===== config.mk =====
export PLATFORM = sky130hd
export DESIGN_NAME = pipeline_hazard_ctrl_flat
export DESIGN_NICKNAME = d
export VERILOG_FILES = /design/src/rtl/pipeline_hazard_ctrl_if.sv /design/src/rtl/pipeline_hazard_ctrl.sv /design/src/flat_wrapper.sv
export SDC_FILE = /design/constraint.sdc
export NUM_CORES = 1
export LEC_CHECK = 0
export ABC_AREA = 1
export BUFFER_PORTS_ARGS = -buffer_cell sky130_fd_sc_hd__buf_2
export CAP_MARGIN = 20
export CORE_MARGIN = 2
export CORE_UTILIZATION = 45
export CTS_CLUSTER_DIAMETER = 200
export DETAILED_ROUTE_END_ITERATION = 8
export GPL_ROUTABILITY_DRIVEN = 0
export PLACE_DENSITY = 0.77
export REMOVE_ABC_BUFFERS = 1
export SYNTH_ARGS = -nofsm -noshare
export SYNTH_HDL_FRONTEND = slang
export SYNTH_SLANG_ARGS = --single-unit
export TNS_END_PERCENT = 30

===== constraint.sdc =====
create_clock -name Clk -period 1.7 [get_ports Clk]
set_clock_uncertainty 0.1 [all_clocks]
set_input_delay 0.34 -clock Clk [delete_from_list [all_inputs] [get_ports Clk]]
set_output_delay 0.34 -clock Clk [all_outputs]
set_load 0.01 [all_outputs]

===== src/rtl/pipeline_hazard_ctrl_if.sv =====
// Hazard-controller bundle: the decode/EX observations the pipeline feeds in,
// and the stall/flush controls plus debug status the controller drives back.
interface pipeline_hazard_ctrl_if #(
    parameter int CNT_W = 16
);
    // Decode-stage instruction fields
    logic [4:0]       IFID_Rs;
    logic [4:0]       IFID_Rt;
    logic             IFID_UsesRs;
    logic             IFID_UsesRt;
    logic             IFID_UsesHiLo;
    // EX-stage instruction attributes
    logic             DECEX_MemRead;
    logic             DECEX_RegWrite;
    logic [4:0]       DECEX_RegDst;
    logic             DECEX_MulDiv;
    logic             BranchTaken;
    // Controls back to the pipeline
    logic             PCWrite;
    logic             IFID_Write;
    logic             IFID_flush;
    logic             DECEX_stall;
    logic [1:0]       StallCause;
    logic             MulDivBusy;
    logic [CNT_W-1:0] BubbleCount;

    // Pipeline side: presents stage info, consumes controls
    modport master (
        output IFID_Rs, IFID_Rt, IFID_UsesRs, IFID_UsesRt, IFID_UsesHiLo,
        output DECEX_MemRead, DECEX_RegWrite, DECEX_RegDst, DECEX_MulDiv,
        output BranchTaken,
        input  PCWrite, IFID_Write, IFID_flush, DECEX_stall, StallCause,
        input  MulDivBusy, BubbleCount
    );

    // Controller side
    modport slave (
        input  IFID_Rs, IFID_Rt, IFID_UsesRs, IFID_UsesRt, IFID_UsesHiLo,
        input  DECEX_MemRead, DECEX_RegWrite, DECEX_RegDst, DECEX_MulDiv,
        input  BranchTaken,
        output PCWrite, IFID_Write, IFID_flush, DECEX_stall, StallCause,
        output MulDivBusy, BubbleCount
    );
endinterface


===== src/rtl/pipeline_hazard_ctrl.sv =====
// Stall/flush controller for a 5-stage MIPS pipeline. Detects load-use
// hazards, taken-branch flushes and HiLo accesses behind the multi-cycle
// mult/div unit, and counts inserted bubbles (saturating) for debug.
module pipeline_hazard_ctrl #(
    parameter int MULDIV_LAT = 4,   // cycles the HiLo unit is occupied, 1..15
    parameter int CNT_W      = 16   // bubble counter width
) (
    input  logic                   Clk,
    input  logic                   Rst_n,
    pipeline_hazard_ctrl_if.slave  hz
);

    typedef enum logic {
        ST_RUN    = 1'b0,
        ST_MDBUSY = 1'b1
    } state_t;

    // The EX cycle itself is the first busy cycle, so the counter only
    // covers the remaining MULDIV_LAT-1 cycles.
    localparam logic [3:0] LP_BUSY_INIT = 4'(MULDIV_LAT - 1);
    localparam bit         LP_MULTI     = (MULDIV_LAT > 1);

    state_t           r_state;
    state_t           w_state_next;
    logic [3:0]       r_busy_cnt;
    logic [3:0]       w_busy_cnt_next;
    logic [CNT_W-1:0] r_bubble_cnt;

    logic             w_load_use;
    logic             w_hilo_haz;
    logic             w_pc_write;
    logic             w_ifid_write;
    logic             w_ifid_flush;
    logic             w_decex_stall;
    logic [1:0]       w_stall_cause;
    logic             w_bubble;

    // Raw hazard detection from the decode and EX instructions
    always_comb begin
        w_load_use = hz.DECEX_MemRead & hz.DECEX_RegWrite &
                     (hz.DECEX_RegDst != 5'd0) &
                     ((hz.IFID_UsesRs & (hz.IFID_Rs == hz.DECEX_RegDst)) |
                      (hz.IFID_UsesRt & (hz.IFID_Rt == hz.DECEX_RegDst)));
        // The MulDiv term catches the start cycle, before MDBUSY is entered
        w_hilo_haz = hz.IFID_UsesHiLo &
                     ((r_state == ST_MDBUSY) | hz.DECEX_MulDiv);
    end

    // HiLo occupancy state register with its remaining-cycle counter
    always_ff @(posedge Clk or negedge Rst_n) begin
        if (!Rst_n) begin
            r_state    <= ST_RUN;
            r_busy_cnt <= 4'd0;
        end else begin
            r_state    <= w_state_next;
            r_busy_cnt <= w_busy_cnt_next;
        end
    end

    // Next state: a mult/div start arms the counter; branches never cancel it
    always_comb begin
        w_state_next    = r_state;
        w_busy_cnt_next = r_busy_cnt;
        case (r_state)
            ST_RUN: begin
                if (hz.DECEX_MulDiv && LP_MULTI) begin
                    w_state_next    = ST_MDBUSY;
                    w_busy_cnt_next = LP_BUSY_INIT;
                end
            end
            ST_MDBUSY: begin
                // A second start here is impossible (decode is stalled), so ignored
                if (r_busy_cnt <= 4'd1) begin
                    w_state_next    = ST_RUN;
                    w_busy_cnt_next = 4'd0;
                end else begin
                    w_busy_cnt_next = r_busy_cnt - 4'd1;
                end
            end
            default: begin
                w_state_next    = ST_RUN;
                w_busy_cnt_next = 4'd0;
            end
        endcase
    end

    // Prioritised stall/flush decode; reset forces a flush-and-bubble pattern
    always_comb begin
        w_pc_write    = 1'b1;
        w_ifid_write  = 1'b1;
        w_ifid_flush  = 1'b0;
        w_decex_stall = 1'b0;
        w_stall_cause = 2'd0;
        if (!Rst_n) begin
            w_pc_write    = 1'b0;
            w_ifid_write  = 1'b0;
            w_ifid_flush  = 1'b1;
            w_decex_stall = 1'b1;
            w_stall_cause = 2'd3;
        end else if (hz.BranchTaken) begin
            w_ifid_flush  = 1'b1;
            w_decex_stall = 1'b1;
            w_stall_cause = 2'd3;
        end else if (w_hilo_haz) begin
            w_pc_write    = 1'b0;
            w_ifid_write  = 1'b0;
            w_decex_stall = 1'b1;
            w_stall_cause = 2'd2;
        end else if (w_load_use) begin
            w_pc_write    = 1'b0;
            w_ifid_write  = 1'b0;
            w_decex_stall = 1'b1;
            w_stall_cause = 2'd1;
        end
    end

    // Bubbles forced during reset are never counted (reset branch wins)
    assign w_bubble = w_decex_stall;

    // Saturating bubble counter
    always_ff @(posedge Clk or negedge Rst_n) begin
        if (!Rst_n) begin
            r_bubble_cnt <= '0;
        end else if (w_bubble && (r_bubble_cnt != {CNT_W{1'b1}})) begin
            r_bubble_cnt <= r_bubble_cnt + {{(CNT_W-1){1'b0}}, 1'b1};
        end
    end

    assign hz.PCWrite     = w_pc_write;
    assign hz.IFID_Write  = w_ifid_write;
    assign hz.IFID_flush  = w_ifid_flush;
    assign hz.DECEX_stall = w_decex_stall;
    assign hz.StallCause  = w_stall_cause;
    assign hz.MulDivBusy  = Rst_n & (r_state == ST_MDBUSY);
    assign hz.BubbleCount = r_bubble_cnt;

endmodule


===== src/flat_wrapper.sv =====
// flat-port wrapper written by rule: the top's interface ports become plain ports
module pipeline_hazard_ctrl_flat 
#(
    parameter int MULDIV_LAT = 4,                                             
    parameter int CNT_W      = 16                          
)
  (Clk, Rst_n, hz_IFID_Rs, hz_IFID_Rt, hz_IFID_UsesRs, hz_IFID_UsesRt, hz_IFID_UsesHiLo, hz_DECEX_MemRead, hz_DECEX_RegWrite, hz_DECEX_RegDst, hz_DECEX_MulDiv, hz_BranchTaken, hz_PCWrite, hz_IFID_Write, hz_IFID_flush, hz_DECEX_stall, hz_StallCause, hz_MulDivBusy, hz_BubbleCount);
  pipeline_hazard_ctrl_if #(.CNT_W(CNT_W)) hz_i ();
  input  logic Clk;
  input  logic Rst_n;
  input wire logic [$bits(hz_i.IFID_Rs)-1:0] hz_IFID_Rs;
  input wire logic [$bits(hz_i.IFID_Rt)-1:0] hz_IFID_Rt;
  input wire logic [$bits(hz_i.IFID_UsesRs)-1:0] hz_IFID_UsesRs;
  input wire logic [$bits(hz_i.IFID_UsesRt)-1:0] hz_IFID_UsesRt;
  input wire logic [$bits(hz_i.IFID_UsesHiLo)-1:0] hz_IFID_UsesHiLo;
  input wire logic [$bits(hz_i.DECEX_MemRead)-1:0] hz_DECEX_MemRead;
  input wire logic [$bits(hz_i.DECEX_RegWrite)-1:0] hz_DECEX_RegWrite;
  input wire logic [$bits(hz_i.DECEX_RegDst)-1:0] hz_DECEX_RegDst;
  input wire logic [$bits(hz_i.DECEX_MulDiv)-1:0] hz_DECEX_MulDiv;
  input wire logic [$bits(hz_i.BranchTaken)-1:0] hz_BranchTaken;
  output wire logic [$bits(hz_i.PCWrite)-1:0] hz_PCWrite;
  output wire logic [$bits(hz_i.IFID_Write)-1:0] hz_IFID_Write;
  output wire logic [$bits(hz_i.IFID_flush)-1:0] hz_IFID_flush;
  output wire logic [$bits(hz_i.DECEX_stall)-1:0] hz_DECEX_stall;
  output wire logic [$bits(hz_i.StallCause)-1:0] hz_StallCause;
  output wire logic [$bits(hz_i.MulDivBusy)-1:0] hz_MulDivBusy;
  output wire logic [$bits(hz_i.BubbleCount)-1:0] hz_BubbleCount;
  assign hz_i.IFID_Rs = hz_IFID_Rs;
  assign hz_i.IFID_Rt = hz_IFID_Rt;
  assign hz_i.IFID_UsesRs = hz_IFID_UsesRs;
  assign hz_i.IFID_UsesRt = hz_IFID_UsesRt;
  assign hz_i.IFID_UsesHiLo = hz_IFID_UsesHiLo;
  assign hz_i.DECEX_MemRead = hz_DECEX_MemRead;
  assign hz_i.DECEX_RegWrite = hz_DECEX_RegWrite;
  assign hz_i.DECEX_RegDst = hz_DECEX_RegDst;
  assign hz_i.DECEX_MulDiv = hz_DECEX_MulDiv;
  assign hz_i.BranchTaken = hz_BranchTaken;
  assign hz_PCWrite = hz_i.PCWrite;
  assign hz_IFID_Write = hz_i.IFID_Write;
  assign hz_IFID_flush = hz_i.IFID_flush;
  assign hz_DECEX_stall = hz_i.DECEX_stall;
  assign hz_StallCause = hz_i.StallCause;
  assign hz_MulDivBusy = hz_i.MulDivBusy;
  assign hz_BubbleCount = hz_i.BubbleCount;
  pipeline_hazard_ctrl #(.MULDIV_LAT(MULDIV_LAT), .CNT_W(CNT_W)) u_core (.Clk(Clk), .Rst_n(Rst_n), .hz(hz_i));
endmodule

Word-level counts from Yosys, hierarchy flattened
Cells that the tools add are included.

Register bits after elaboration: 21. Input bits: 24. Logic and storage cells: 42.

Add/sub/neg operators: 2. Order comparisons: 1. Equal/unequal tests: 4. Multiplexer cells: 20. Bitwise logic cells: 10. Reduce and logical (&&, ||, !) cells: 2.

Operators with widths (number): 16-bit by 1-bit adder with 16-bit output (second input constant) (1); 16-bit inequality test (second input constant) (1); 1-bit two-way mux (13); 5-bit equality test (2); 4-bit two-way mux (2); 4-bit case mux with 2 select lines (1); 1-bit AND (7); 2-bit two-way mux (3); 5-bit nonzero test (1); 4-bit by 1-bit less-or-equal comparator with 1-bit output (second input constant) (1); 4-bit by 1-bit subtractor with 4-bit output (second input constant) (1); 2-bit inequality test (second input constant) (1); 1-bit OR (2); 1-bit case mux with 2 select lines (1); 1-bit logical AND (1); 1-bit NOT (1).

Longest topological paths before layout
Gate-level depths: netlist of run 1.

Word-level depth: 9. Depth in mapped cells: 12.

Worst setup path before layout of run 1
No wires, ideal clock.

Kind: input to output. From: input hz_DECEX_RegDst[4]. To: output hz_PCWrite. Arrival: 1.324 ns. Required time: 1.260 ns. Path slack: -0.064 ns. Stages on the path: 10. Path buffers: 1. Path through: inv_1 nand2_1 nand2_1 nor2_1 nand3_1 nand2_1 nand2_2 nand2_1 a21boi_0 buf_4.

Word-level cells in the longest chain between the ends: 8. Elaborated cells on any way between the ends: 12. Classes of those cells: eq/ne: 2; mux: 4; bitwise: 5; reduce/logical: 1.

Ends and longest elaborated chain: start, declared (RTL line flat_wrapper.sv:18) `input wire logic [$bits(hz_i.DECEX_RegDst)-1:0] hz_DECEX_RegDst;`; 5-bit equality test, on equally long branches (RTL line pipeline_hazard_ctrl.sv:42, pipeline_hazard_ctrl.sv:43); 1-bit AND, on equally long branches (RTL line pipeline_hazard_ctrl.sv:42, pipeline_hazard_ctrl.sv:43); 1-bit OR (RTL line pipeline_hazard_ctrl.sv:42) `((hz.IFID_UsesRs & (hz.IFID_Rs == hz.DECEX_RegDst)) |`; 1-bit AND (*) (RTL line pipeline_hazard_ctrl.sv:41) `(hz.DECEX_RegDst != 5'd0) &`; 1-bit two-way mux (*) (4 in series); end, declared (RTL line flat_wrapper.sv:21) `output wire logic [$bits(hz_i.PCWrite)-1:0] hz_PCWrite;`.

Every way passes the cells marked *; elsewhere a longest branch is shown, timed or not.

Worst setup path after layout of run 1
From: input hz_DECEX_RegDst[0]. To: output hz_StallCause[0].

Word-level cells in the longest chain between the ends: 8. Elaborated cells on any way between the ends: 12. Classes of those cells: eq/ne: 2; mux: 4; bitwise: 5; reduce/logical: 1.

Ends and longest elaborated chain: 5-bit equality test, on equally long branches (RTL line pipeline_hazard_ctrl.sv:42, pipeline_hazard_ctrl.sv:43); 1-bit AND, on equally long branches (RTL line pipeline_hazard_ctrl.sv:42, pipeline_hazard_ctrl.sv:43); 1-bit OR (RTL line pipeline_hazard_ctrl.sv:42); 1-bit AND (*) (RTL line pipeline_hazard_ctrl.sv:41); 1-bit two-way mux (*) (RTL line pipeline_hazard_ctrl.sv:109) `end else if (w_load_use) begin`; 2-bit two-way mux (*) (RTL line pipeline_hazard_ctrl.sv:104) `end else if (w_hilo_haz) begin`; 2-bit two-way mux (*) (RTL line pipeline_hazard_ctrl.sv:100) `end else if (hz.BranchTaken) begin`; 2-bit two-way mux (*) (RTL line pipeline_hazard_ctrl.sv:94) `if (!Rst_n) begin`; end, declared (RTL line flat_wrapper.sv:25) `output wire logic [$bits(hz_i.StallCause)-1:0] hz_StallCause;`.

Marks and branches as above.

==> results of run 1 <==
## logic make-up (layout without fill, tap and decap cells)
group	Yosys count	in the layout
AOI/OAI and AO/OA	10	10
xor gates and xnor gates	14	14
adders and majority gates	3	3
buffers and inverters	35	97
DFF	21	21
and+or+nand+nor	139	139
## area by class of cell
type	instances	area [µm²]
multi-input combinational	166	870
timing repair buffer	62	445
tap	44	55.1
sequential	21	526
inverter	31	119
fill	275	1090
clock inverter	1	5.00
clock buffer	3	22.5
## timing repair
| action | 4_1_cts | 5_1_grt |
|---|---|---|
| hold endpoints to repair | 2 | 0 |
| pin swaps | 13 | 18 |
| hold buffers | 1 | 0 |
| gates resized for setup | 24 | 17 |
| buffers inserted | 1 | 3 |
| endpoints found under the setup margin | 5 | 21 |
## report_power, final
part           leakage (µW)  internal, µW  switching (µW)
clock             0.0000177          87.7             154
combinational      0.000840           418             436
sequential         0.000274           628             131
total               0.00113          1130             722
## registers in the layout, summed over array words and instances (netlist names)
signal                 cells
u_core.hz.BubbleCount     16
u_core.r_busy_cnt          4
u_core.r_state             1
## critical path, cell delays in order
cell and delay (ns):
buf_6 0.11, nand2_2 0.05, nand2_2 0.04, nor2_1 0.11, nand3_1 0.09, nand2_1 0.09
nand2_2 0.06, buf_6 0.12, o21bai_1 0.13, buf_2 0.15
## placed cells by master (no fill, tap or decap), drive strengths merged, types with 3 or more instances in the layout
cell	instances
inv	31
nor3	6
xor2	5
nand4	3
nand3	24
ha	3
clkbuf	3
nand2	86
buf	61
dfrtp	21
o21ai	6
xnor2	9
nor2	20
## through the flow
stage	instances	setup TNS, ns	setup slack (ns)
finish	328	-0.0607	-0.0237
global route	328	-1.19	-0.116
CTS	325	-0.141	-0.0469
detailed placement	319	-0.244	-0.0778
global placement	319	-0.107	-0.0524
floorplan	218	-1.02	-0.0652
## per-layer routing
metal,wire length [µm],vias to the layer above,part of all wire
li1,-,812,-
met3,154,8,0.043
met1,1600,725,0.44
met2,1780,37,0.49
met5,0,-,0
met4,70,0,0.019
## path summary, 6_finish.rpt
kind	start	endpoint	slack [ns]
max	hz_DECEX_RegDst[0]	hz_StallCause[0]	-0.02
min	Rst_n	u_core.hz.BubbleCount[7]$_DFFE_PN0P_	0.05
max reg2reg	u_core.hz.BubbleCount[1]$_DFFE_PN0P_	u_core.hz.BubbleCount[12]$_DFFE_PN0P_	0.02
min reg2reg	u_core.r_busy_cnt[1]$_DFFE_PN0N_	u_core.r_busy_cnt[1]$_DFFE_PN0N_	0.44
max in group asynchronous	Rst_n	u_core.r_busy_cnt[3]$_DFFE_PN0N_	1.00
min in group Clk	u_core.r_busy_cnt[1]$_DFFE_PN0N_	u_core.r_busy_cnt[1]$_DFFE_PN0N_	0.44
==> summary.md, run 1 <==
| Metric | Value |
|---|---|
| Leakage | `0.00113 µW` |
| Total global routing overflow | `0` |
| First-pass GRT wire length | `5730 µm` |
| Fin crit period | `roughly 1.7 ns` |
| Clk_lat worst skew | `~0.31 ns` |
| Clock Tree Buf Depth | `2` |
| Violated checks | `setup timing` |
| Share of the synthesized area in the top cell type | `0.349` |
| Sequential share of the synthesized area | `0.349` |
| Row cnt | `20` |
| Mean Syn Cell Area | `between 6 and 7 µm²` |
| Final Hold Viols | `0` |
| Slew headroom | `0.769` |
| Clock Pin Slew Worst Setup and Hold Paths | `approximately 0.12 ns` |
| Layout Cell Area excl Fill | `just over 0.002 mm²` |
| Main synth FF type | `dfrtp_1` |
| CP required | `1.26 ns` |
| CTS tree | `built` |
| # diodes | `0` |
| Clock Sinks | `21` |
| Starting Density | `0.481` |
| F_max | `slightly below 600 MHz` |
| Mapped Area | `around 0.0015 mm²` |
| VDD IR-drop max | `~0.73 mV` |
| Count of pins over their slew limit | `0` |
| Die area | `between 0.003 and 0.004 mm²` |
| Met1 Use GR | `0.252` |
| Depth of the most critical reg-to-reg path | `8` |
| DP HPWL | `2690 µm` |
| I/O Pins | `47` |
| Hold WC Path Type | `input pin to async pin` |
| Simple-gate share of the synthesized area | `0.408` |
| Number of H-tree levels | `1` |
| Max cap viols | `0` |
| Final #Nets | `312` |
| Largest family of logic cells by synthesized area | `simple AND/OR/NAND/NOR gates` |
| GR peak layer | `met2` |
| CP Capture Type | `primary output` |
| Buffers on Ports | `46` |
| Outcome | `finished with violations` |
| Min Hold Slack | `0.0453 ns` |
| Setup CP Type | `input pin to primary output` |
| Post-DRT Antenna Nets | `0` |
| Crit-path max FO | `5` |
| Cell at the root of the clock tree | `clkbuf_4` |
| CP arrival | `between 1 and 1.5 ns` |
| Drt drc | `0` |
| Compound-Gate Fraction of Synth Area | `0.0383` |
| Syn Inst Count | `about 220` |
| Initial drt markers | `48` |
| Unrepaired setup endpoints after global routing | `yes` |
| Synth Area in XOR/XNOR | `0.0815` |
| Area leader, netlist | `dfrtp_1` |
| Core area | `approximately 0.0031 mm²` |
| Worst-margin pin slew | `between 0.3 and 0.4 ns` |
| DRT Pass-1 Iters | `4` |
| Die Span Y | `61.8 µm` |
| Largest net degree at the start of global routing | `20` |
| Final setup fails | `4` |
| P&R area growth vs syn | `35.8%` |
| Post-synthesis adder-cell area fraction | `0.0250` |
| CTS Buf Count | `3` |
| WL/cell | `11.0 µm` |
| Initial antenna violation count | `0` |
| FF+latch count, synth | `21` |
| Vias | `about 1,600` |
| Final wirelength | `between 3000 and 4000 µm` |
| Grt met3 use | `0.0290` |
| Final Cycle Share | `1.01` |
| Count leader, synth | `nand2_1` |
| Cell Pwr Density | `909 mW/mm²` |
| Fraction of registers with async set/reset | `1.00` |
| Number of distinct library cells after synthesis | `25` |
| Mux cell area share after synthesis | `0` |
| GR Util met2 | `0.350` |
| Most instantiated cells after synthesis | `82 x nand2_1, 29 x inv_1, 23 x nand3_1` |
| Die X | `~60 µm` |
| Avg Vias per Cell | `just under 5` |
| Post-layout util | `0.653` |
| EDFF count, synth | `0` |
| Share of cells above drive strength 1 | `0.345` |
| Top post-synthesis cells by area | `dfrtp_1 35%, nand2_1 20%, nand3_1 7.7%, inv_1 7.2%, xnor2_1 5.2%` |
| Pwr Total | `between 1500 and 2000 µW` |
| Area of placed instances | `~0.0018 mm²` |
| Final worst slack | `-0.0237 ns` |
| Vias in the first global route | `approximately 1,400` |
| Crit start category | `input pin` |
| GRT Overall Usage | `0.201` |
| Synth warn | `0` |
Note: power is estimated with default switching activity, not from simulation.
==> inputs of run 2 (changes only) <==
==> constraint.sdc (replaced) <==
create_clock -name Clk -period 1.9 [get_ports Clk]
set_clock_uncertainty 0.1 [all_clocks]
set_input_delay 0.38 -clock Clk [delete_from_list [all_inputs] [get_ports Clk]]
set_output_delay 0.38 -clock Clk [all_outputs]
set_load 0.01 [all_outputs]
==> run 2 against run 1 <==
  * Final cell count decreased by 1.5%
  * First-iteration DRC count up 17%
  * Hold slack gained 0.33 ns
  * Critical path type unchanged
  * Clock power decreased by 14%
  * The flow now finishes without violations
  * Highest routed layer unchanged
  * Routed wire length fell by 6.8%
==> summary.md, run 2 (synthesized netlist as in run 1, its figures left out) <==
| Metric | Value |
|---|---|
| CP top delay family | `buffers and inverters` |
| Non-Filler Instances | `323 (-1.5%)` |
| Worst-margin pin slew | `0.843 ns (+0.498 ns)` |
| Final #Nets | `307 (-1.6%)` |
| Commonest cells after routing, fill and taps aside | `80 x nand2_1, 44 x buf_2, 27 x inv_1` |
| Crit-path slowest cell | `buf_4` |
| Post-layout util | `0.606 (-0.0464)` |
| GRT Overall Usage | `0.183 (-0.0179)` |
| Cell Pwr Density | `831 mW/mm² (-8.6%)` |
| Clock Sinks | `21 (unchanged)` |
| First-pass GRT wire length | `5200 µm (-9.2%)` |
| Buffers & Inverters on Critical Path | `4 (+1)` |
| Placed cells | `316 (-0.94%)` |
| Die Span Y | `61.8 µm (unchanged)` |
| Critical path origin | `hz_DECEX_RegDst[3]` |
| VDD IR-drop max | `0.468 mV (-36%)` |
| DP HPWL | `2610 µm (-3.1%)` |
| Slew headroom | `0.436 (-0.333)` |
| P&R area growth vs syn | `26.1%` |
| F_max | `559 MHz` |
| Fin crit period | `1.79 ns` |
| I/O Pins | `47 (unchanged)` |
| Starting Density | `0.481 (unchanged)` |
| Min Hold Slack | `0.378 ns (+0.333 ns)` |
| Clock Pin Slew Worst Setup and Hold Paths | `0.10 ns (-0.02 ns)` |
| CTS Buf Count | `3 (unchanged)` |
| Drt drc | `0 (unchanged)` |
| Hold WC Path Type | `input pin to async pin` |
| Core area | `0.00313 mm² (unchanged)` |
| Row cnt | `20 (unchanged)` |
| Max reg flops | `16 (unchanged)` |
| Vias | `1,507 (-4.7%)` |
| Clk_lat worst skew | `0.30 ns (about the same)` |
| DRT Pass-1 Iters | `4 (unchanged)` |
| Initial antenna violation count | `0 (unchanged)` |
| Critical Path Max Stage Delay | `0.14 ns (about the same)` |
| Leakage | `0.00108 µW (-5.0%)` |
| CTS tree | `built` |
| Total global routing overflow | `0 (unchanged)` |
| Worst R2R Start | `u_core.hz.BubbleCount[1]$_DFFE_PN0P_` |
| Vias in the first global route | `1,249 (-10%)` |
| Number of H-tree levels | `1 (unchanged)` |
| Final wirelength | `3370 µm (-6.8%)` |
| Buffers on Ports | `46 (unchanged)` |
| CP most frequent cell | `nand2_1` |
| Share of cells above drive strength 1 | `0.290 (-0.0547)` |
| Setup CP Type | `input pin to primary output` |
| WL/cell | `10.4 µm (-5.3%)` |
| Clock Tree Buf Depth | `2 (unchanged)` |
| Count of pins over their slew limit | `0 (unchanged)` |
| Outcome | `finished, final reports clean` |
| Final-layout fill cell count | `291 (+5.8%)` |
| CP required | `1.42 ns (+0.16 ns)` |
| Final setup fails | `0 (-4)` |
| Die area | `0.00382 mm² (unchanged)` |
| Crit-path max FO | `3 (-2)` |
| CP Capture Type | `primary output` |
| Crit start category | `input pin` |
| CP Cell Sequence | `buf_2 -> inv_2 -> nand2_1 -> nand2_1 -> nor2_1 -> nand3_1 -> nand2_1 -> nand2_2 -> buf_4 -> o21bai_1 -> buf_2` |
| Largest net degree at the start of global routing | `20 (unchanged)` |
| Pwr Total | `1580 µW (-15%)` |
| Most common cell after layout, fill and taps aside | `nand2_1` |
| Die X | `61.8 µm (unchanged)` |
| Max cap viols | `0 (unchanged)` |
| CP arrival | `1.31 ns (+0.03 ns)` |
| # diodes | `0 (unchanged)` |
| TNS Setup | `0 ns (+0.0607 ns)` |
| Final Hold Viols | `0 (unchanged)` |
| Post-DRT Antenna Nets | `0 (unchanged)` |
| Final Cycle Share | `0.942` |
| Initial drt markers | `56 (+17%)` |
| Cell at the root of the clock tree | `clkbuf_4` |
| Avg Vias per Cell | `4.67 (-3.3%)` |
[run 2: path summary, 6_finish.rpt]
path,slack [ns],endpoint,cells after the start
max in group asynchronous,0.34,u_core.r_state$_DFF_PN0_,3
setup / recovery,0.11,hz_StallCause[0],11
hold reg to reg,0.45,u_core.hz.BubbleCount[15]$_DFFE_PN0P_,2
min in group Clk,0.40,u_core.r_state$_DFF_PN0_,4
setup reg to reg,0.19,u_core.hz.BubbleCount[12]$_DFFE_PN0P_,8
hold / removal,0.38,u_core.r_busy_cnt[3]$_DFFE_PN0N_,2
[run 2: cell type report]
| cell class | count | area [µm²] | share of cell area |
|---|---|---|---|
| tap | 44 | 55.1 | 0.0290 |
| inverter | 31 | 116 | 0.0613 |
| clock buffer | 4 | 26.3 | 0.0139 |
| sequential | 21 | 527 | 0.278 |
| multi-input combinational | 166 | 850 | 0.448 |
| timing repair buffer | 57 | 323 | 0.170 |
[run 2: what timing repair did]
action	CTS	global route
gates cloned	0	0
pin swaps	0	3
buffers inserted	0	1
resized for setup	1	12
hold buffers	2	0
endpoints found under the hold margin	2	0
endpoints found under the setup margin	2	5
[run 2: metrics by stage]
stage | area, µm² | setup slack [ns]
after floorplan | 1470 | 0.101
after global placement | 1820 | 0.0772
after detailed placement | 1820 | 0.0710
after CTS | 1860 | 0.0217
after global routing | 1900 | -0.0138
final | 1900 | 0.110
[run 2: power by group]
group	switching [µW]	internal, µW
registers	129	564
logic	355	320
clock network	127	81.6
total	611	965
[run 2: metal layers]
layer | part of all wire | up-vias | GRT usage | wire length, µm
met5 | 0 | - | 0 | 0
met4 | 0.0056 | 0 | 0.0608 | 19
met3 | 0.049 | 2 | 0.0311 | 166
met2 | 0.47 | 39 | 0.295 | 1570
met1 | 0.48 | 662 | 0.250 | 1610
li1 | - | 804 | - | -
